===== src/rtl/burst_addr_sequencer.sv =====
// Burst address sequencer: round-robin arbitration of burst requests and
// control of one shared external address counter to emit per-beat addresses
// on a valid/ready beat stream.
//
// Beat interface handshake: a beat transfers on any rising edge where
// o_beat_valid && i_beat_ready. Once o_beat_valid is high, valid, addr, last
// and id stay stable until that transfer occurs. Request side: o_req_ready is
// one-hot and combinational, and the request is taken on the edge where
// i_req_valid[k] && o_req_ready[k].
module burst_addr_sequencer #(
  parameter int ADDR_WIDTH = 32,
  parameter int BEAT_BYTES = 4,
  parameter int LEN_WIDTH  = 4,
  parameter int NUM_REQ    = 2,
  localparam int ID_W      = (NUM_REQ > 1) ? $clog2(NUM_REQ) : 1
) (
  input  logic                            i_clk,
  input  logic                            i_rst,
  input  logic [NUM_REQ-1:0]              i_req_valid,
  output logic [NUM_REQ-1:0]              o_req_ready,
  input  logic [NUM_REQ*ADDR_WIDTH-1:0]   i_req_addr,
  input  logic [NUM_REQ*LEN_WIDTH-1:0]    i_req_len,
  output logic                            o_cnt_load,
  output logic                            o_cnt_en,
  output logic [ADDR_WIDTH-1:0]           o_cnt_addr,
  input  logic [ADDR_WIDTH-1:0]           i_cnt_addr,
  output logic                            o_beat_valid,
  input  logic                            i_beat_ready,
  output logic [ADDR_WIDTH-1:0]           o_beat_addr,
  output logic                            o_beat_last,
  output logic [ID_W-1:0]                 o_beat_id,
  output logic                            o_busy,
  output logic                            o_done
);

  // Clearing the low log2(BEAT_BYTES) bits truncates misaligned starts.
  localparam logic [ADDR_WIDTH-1:0] ALIGN_MASK = ~(ADDR_WIDTH'(BEAT_BYTES - 1));

  typedef enum logic {IDLE, BURST} state_e;

  state_e                 state_q;
  logic [LEN_WIDTH-1:0]   remaining_q;
  logic [ID_W-1:0]        id_q;
  logic [ID_W-1:0]        last_grant_q;
  logic                   done_q;

  logic                   any_valid;
  logic                   hi_found;
  logic [ID_W-1:0]        hi_idx;
  logic [ID_W-1:0]        lo_idx;
  logic [ID_W-1:0]        win;
  logic [ADDR_WIDTH-1:0]  win_addr;
  logic [LEN_WIDTH-1:0]   win_len;
  logic                   beat_last;

  // Round-robin pick: lowest valid index above last_grant, else lowest valid overall.
  always_comb begin
    hi_found = 1'b0;
    hi_idx   = '0;
    lo_idx   = '0;
    for (int k = NUM_REQ - 1; k >= 0; k--) begin
      if (i_req_valid[k]) begin
        lo_idx = ID_W'(k);
        if (k > int'(last_grant_q)) begin
          hi_found = 1'b1;
          hi_idx   = ID_W'(k);
        end
      end
    end
    win       = hi_found ? hi_idx : lo_idx;
    any_valid = |i_req_valid;
    win_addr  = i_req_addr[int'(win)*ADDR_WIDTH +: ADDR_WIDTH] & ALIGN_MASK;
    win_len   = i_req_len[int'(win)*LEN_WIDTH +: LEN_WIDTH];
    beat_last = (remaining_q == '0);
  end

  // Output decode; everything is forced low while reset is asserted.
  always_comb begin
    o_req_ready  = '0;
    o_cnt_load   = 1'b0;
    o_cnt_en     = 1'b0;
    o_cnt_addr   = '0;
    o_beat_valid = 1'b0;
    o_beat_addr  = '0;
    o_beat_last  = 1'b0;
    o_beat_id    = '0;
    o_busy       = 1'b0;
    o_done       = 1'b0;
    if (!i_rst) begin
      o_done = done_q;
      case (state_q)
        IDLE: begin
          if (any_valid) begin
            o_req_ready[win] = 1'b1;
            o_cnt_load       = 1'b1;
            o_cnt_en         = 1'b1;
            o_cnt_addr       = win_addr;
          end
        end
        BURST: begin
          o_busy       = 1'b1;
          o_beat_valid = 1'b1;
          o_beat_addr  = i_cnt_addr;
          o_beat_last  = beat_last;
          o_beat_id    = id_q;
          // Step the counter only on a non-final beat transfer.
          o_cnt_en     = i_beat_ready && !beat_last;
        end
        default: ;
      endcase
    end
  end

  // FSM and burst bookkeeping registers.
  always_ff @(posedge i_clk) begin
    if (i_rst) begin
      state_q      <= IDLE;
      remaining_q  <= '0;
      id_q         <= '0;
      last_grant_q <= ID_W'(NUM_REQ - 1);
      done_q       <= 1'b0;
    end else begin
      done_q <= 1'b0;
      case (state_q)
        IDLE: begin
          if (any_valid) begin
            remaining_q  <= win_len;
            id_q         <= win;
            last_grant_q <= win;
            state_q      <= BURST;
          end
        end
        BURST: begin
          if (i_beat_ready) begin
            if (beat_last) begin
              state_q <= IDLE;
              done_q  <= 1'b1;
            end else begin
              remaining_q <= remaining_q - LEN_WIDTH'(1);
            end
          end
        end
        default: state_q <= IDLE;
      endcase
    end
  end

endmodule


===== config.mk =====
export PLATFORM = sky130hd
export DESIGN_NAME = burst_addr_sequencer
export DESIGN_NICKNAME = d
export VERILOG_FILES = /design/src/rtl/burst_addr_sequencer.sv
export SDC_FILE = /design/constraint.sdc
export NUM_CORES = 1
export LEC_CHECK = 0
export CORE_AREA = 5 5 75 77
export CTS_CLUSTER_DIAMETER = 30
export DETAILED_ROUTE_END_ITERATION = 7
export DIE_AREA = 0 0 80 82
export PLACE_DENSITY_LB_ADDON = 0.12
export SETUP_SLACK_MARGIN = 0.05
export SKIP_CTS_REPAIR_TIMING = 1
export SLEW_MARGIN = 20
export SYNTH_ARGS = -nofsm -noshare
export SYNTH_HDL_FRONTEND = slang
export SYNTH_SLANG_ARGS = --single-unit
export TNS_END_PERCENT = 10

===== constraint.sdc =====
create_clock -name i_clk -period 2.8 [get_ports i_clk]
set_input_delay 0.28 -clock i_clk [delete_from_list [all_inputs] [get_ports i_clk]]
set_output_delay 0.28 -clock i_clk [all_outputs]
set_load 0.02 [all_outputs]

* Word level (Yosys, flattened, before mapping)
Index checks and enable logic that the tools add are counted.
Widths: inputs -> output; s select.
** Word-level totals
- RAM bits :: 0
- Output and inout port bits :: 73
- Bits of input ports :: 109
- Register bits after elaboration :: 8
- Bits in latches :: 0
- Memories :: 0
- Memory bits (read-only) :: 0
** Operators by class
- Equal/unequal tests :: 3
- Reduce and logical (&&, ||, !) cells :: 8
- Bitwise gates (word level) :: 2
- Order comparisons :: 3
- $mul :: 0
- Shift operators :: 2
- Div/mod/pow operators :: 0
- Muxes and demuxes :: 35
- Add/subtract/negate cells :: 1
** Operators with widths (number)
- $mux 32 :: 5
- $shiftx 64x7->32 :: 1
- $mux 1 :: 20
- $mux 4 :: 3
- $pmux 4 s2 :: 1
- $shiftx 8x4->4 :: 1
- $mux 2 :: 3
- $ne 2x2->1 const B :: 3
- $logic_not 4->1 :: 1
- $pmux 1 s2 :: 2
- $sub 4x1->4 const B :: 1
- $reduce_and 3->1 :: 1
- $reduce_or 3->1 :: 1
- $logic_and 1x1->1 :: 2
- $lt 1x2->1 const B :: 1
- $not 1->1 :: 2
- $reduce_and 2->1 :: 1
- $reduce_or 2->1 :: 1
- $demux 1 s1 :: 1
- $ge 1x1->1 const B :: 1
- $gt 1x1->1 const A :: 1
- $logic_not 1->1 :: 1

* Depth between registers and ports, before layout
- Depth in word-level cells :: 11
- Depth in mapped cells :: 7
- Gate-level depth less buffers :: 6

* Least setup slack after synthesis
OpenSTA, ideal clock, no wires.
- Path kind :: register to register
- From :: register remaining_q[0]
- To :: register remaining_q[0]
- Clock period less this slack :: 1.768 ns
- Data required time :: 2.726 ns
- Slack :: 1.032 ns
- Data arrival time :: 1.693 ns
- Buffers on the path :: 1
- Library setup time :: 0.074 ns
- Cell stages (with the launch flop) :: 8
- Path through :: dfxtp_1 > inv_1 > ha_1 > nor3b_2 > o22a_1 > buf_6 > or4_1 > a31oi_1
** Between the ends
- Word-level cells in the longest chain between the ends :: 4
- Elaborated cells between the ends (all ways) :: 7
- Classes of those cells :: add/sub: 1; eq/ne: 1; mux: 3; reduce/logical: 2
** RTL lines
- from (decl) :: RTL line 42 : logic [LEN_WIDTH-1:0] remaining_q;
- from (signal assigned) :: RTL line 127 : remaining_q <= win_len;
- from (signal assigned) :: RTL line 139 : remaining_q <= remaining_q - LEN_WIDTH'(1);
- $sub 4x1->4 :: RTL line 139
- $mux 4 :: RTL line 135 : if (beat_last) begin
- $mux 4 :: RTL line 134 : if (i_beat_ready) begin
- $pmux 4 s2 :: RTL line 124 : case (state_q)
Several ways; a longest one is shown, not always the timed one. The select of a mux whose other input is x is not followed.
A chain may end at the register's enable or synchronous reset.

* Final worst setup path
- From :: input i_req_valid[0]
- To :: output o_cnt_addr[18]
** Between the ends
- Word-level cells in the longest chain between the ends :: 6
- Elaborated cells between the ends (all ways) :: 7
- Classes of those cells :: shift: 1; mux: 5; reduce/logical: 1
** RTL lines
- from (decl) :: RTL line 19 : input logic [NUM_REQ-1:0] i_req_valid,
- $mux 1 :: RTL line 62 : if (i_req_valid[k]) begin
- $mux 1 :: RTL line 70 : win = hi_found ? hi_idx : lo_idx;
- $shiftx 64x7->32 :: RTL line 72 : win_addr = i_req_addr[int'(win)*ADDR_WIDTH +: ADDR_WIDTH] & ALIGN_MASK;
- $mux 32 (*) :: RTL line 93 : if (any_valid) begin
- $mux 32 (*) :: RTL line 91 : case (state_q)
- $mux 32 (*) :: RTL line 89 : if (!i_rst) begin
- to (decl) :: RTL line 25 : output logic [ADDR_WIDTH-1:0] o_cnt_addr,
Mark *: on every way between the ends. The rest lies on a longest branch, timed or not.

==> run metrics <==
status finished clean; GPL Wtd Cong around 0.72; Peak VDD IR 208 uV; layout cells sized above 1 ~3.8%; TritonCTS buffer count 3; Hold Path Cell Cnt 2; IO buf count around 180; final hold violation count 0; cell count after synthesis just over 200; critical path's top delay family buffers and inverters; WP data required between 2 and 3 ns; synth warn 0; worst slack, placed approximately 0.15 ns; Setup TNS Final 0 ns; CP max stage cell clkdlybuf4s50_1; Post-route DRC 0; Worst-Skew Late Latency between 0.2 and 0.25 ns; row cnt 26; clock slew seen by the registers of the worst setup and hold paths roughly 0.050 ns; syn_area_per_cell about 5.6 um^2; max-slew violation count 0; Post-DP Area between 2000 and 3000 um^2; design area 3010 um^2; HP Class register to register; ys async rst share 0%; Detail Route Antenna Nets 0; RSZ-0062 raised after global routing no; reg2reg start remaining_q[0]; vias per inst 4.32; sequential share of the synthesized area about 14%; Synth Area in Adders ~1.1%; die width about 80 um; Setup Skew about 0.0025 ns; metal3 WL a little under 600 um; per-cell routed wire length 14.0 um; Synth cell types 33; Area Growth Syn to Fin 159%; arrival time worst endpoint roughly 2.3 ns; worst hold slack 0.497 ns; n_diodes 0; routed wl met2 between 3 and 4 mm; final setup margin 0.232 ns; WL met1 about 2.2 mm; Congestion Overflow GR 0; Max Clk Rate 389 MHz; Primary FF master, synth dfxtp_1; most numerous cell in the Yosys netlist nand2_1; Num Clock Sinks 8; min-delay src id_q; clock buffer depth 2; Most Frequent Cell on Critical Path clkdlybuf4s50_1; final setup violating endpoints 0; fin crit period approximately 2.6 ns; Core Box Area 4940 um^2; largest cells by area after synthesis nand2_1 (22%), and2_1 (18%), a21oi_1 (15%); Total Wirelength around 6.1 mm; crit path cell chain clkdlybuf4s50_1 -> nor2_1 -> or3_1 -> buf_4 -> a21oi_1 -> clkdlybuf4s50_1; Leak roughly 1.2 nW; boundary pin count 182; vias after detailed routing about 1900; Starting Density between 20% and 30%; initial drt markers 90; fin nets 480; Synth Area in Simple Gates about half; PwrDens 318 nW/um^2; post-synthesis mux area share 0%; H-tree levels 1; max cap viols 0; Worst R2R Path Depth 6; CTS Root Cell clkbuf_8; Critical Path Max Stage Delay roughly 0.64 ns; Top Layer Used met4; crit end category output pin; pin count of the biggest net entering global routing 39; Startpoint Class input port; Synth area leader nand2_1; Post-synth EDFFs 0; crit path buf inv count 3; HPWL Detailed 5.00 mm; Synth Area in Compound Gates between 20% and 30%; R2R setup slack 0.85 ns; Yosys top cell area share 22.3%; drt pass-1 iters 4; XOR/XNOR Fraction of Synth Area 1.51%; period utilisation layout between 90 and 100%; Post-Syn Area about 1200 um^2; list of most frequent post-synthesis cells nand2_1 (69), a21oi_1 (35), and2_1 (34); number of global-route vias before repair roughly 1800; Worst Path Max Fanout 33; largest family of logic cells by synthesized area simple AND/OR/NAND/NOR gates; number of synthesized register bits 8; first-pass GRT wire length 8.67 mm; critical path type input port to output pin; GRT Total Usage roughly 17%; TritonCTS clock tree built; FF-to-FF End remaining_q[0]; Die Area around 6600 um^2; hold endpoint id_q; Die Span Y approximately 82 um; initial antenna violation count 0
[state kept, by name, summed over array words and instances, names as in the netlist]
register	cells
last_grant_q	1
done_q	1
remaining_q	4
state_q	1
id_q	1
[cell usage in the layout, fill, tap and decap left out, types with 2 or more instances in the layout]
cell type / n
nor3_1: 2
nand2b_1: 2
clkdlybuf4s50_1: 174
xnor2_1: 2
and2_1: 34
nor2_1: 6
nor2b_1: 2
o21ai_0: 2
buf_4: 4
clkbuf_8: 3
nand2_1: 69
dfxtp_1: 8
a221o_1: 2
a21oi_1: 35
inv_1: 3
conb_1: 2
[metal layers]
layer,track usage (%),vias to the layer above
met5,0,-
met4,3.04,0
met3,6.47,4
met2,32.3,77
met1,16.9,827
li1,-,983
[worst max path at each step]
stage | endpoint | from | cells past startpoint | slack [ns]
final | o_cnt_addr[18] | i_req_valid[0] | 6 | 0.23
after detailed placement | o_cnt_addr[30] | i_req_valid[0] | 5 | 0.15
after global placement | o_cnt_addr[5] | i_req_valid[0] | 5 | 0.16
after CTS | o_cnt_addr[2] | i_req_valid[0] | 5 | 0.13
after global routing | o_cnt_addr[18] | i_req_valid[0] | 6 | 0.09
after floorplan | remaining_q[0] | remaining_q[0] | 7 | 1.03
[cell families after synthesis]
kind of cell	count (synthesis)
AOI/OAI and AO/OA	46
xor gates and xnor gates	2
adders and majority gates	1
buffers and inverters	25
DFF	8
other	1
and+or+nand+nor	123
[cell type report]
cell class	count	area (um^2)
Tap cell	70	87.6
Sequential cell	8	160
Fill cell	490	1940
Clock buffer	3	41.3
Multi-Input combinational cell	174	902
Inverter	3	11.3
Timing Repair Buffer	180	1800
[tightest hold or removal path, stage by stage, from the launching register on]
cell and delay, ns:
dfxtp_1 0.30, o21ai_0 0.07, a21oi_1 0.07
[through the flow]
| step | instances | utilization, % | total power (W) |
|---|---|---|---|
| finish | 438 | 60.8 | 0.000956 |
| global route | 438 | 60.8 | 0.00102 |
| CTS | 438 | 60.6 | 0.000967 |
| detailed placement | 435 | 59.8 | 0.000815 |
| global placement | 435 | 59.8 | 0.000811 |
| floorplan | 207 | - | 0.000481 |
[power by group]
part	switching, W	internal [W]	leakage, nW
sequential	0.0000216	0.000134	0.0661
clock	0.0000520	0.0000938	0.0216
combinational	0.000296	0.000359	1.10
Power figures use the tool's default switching activity.
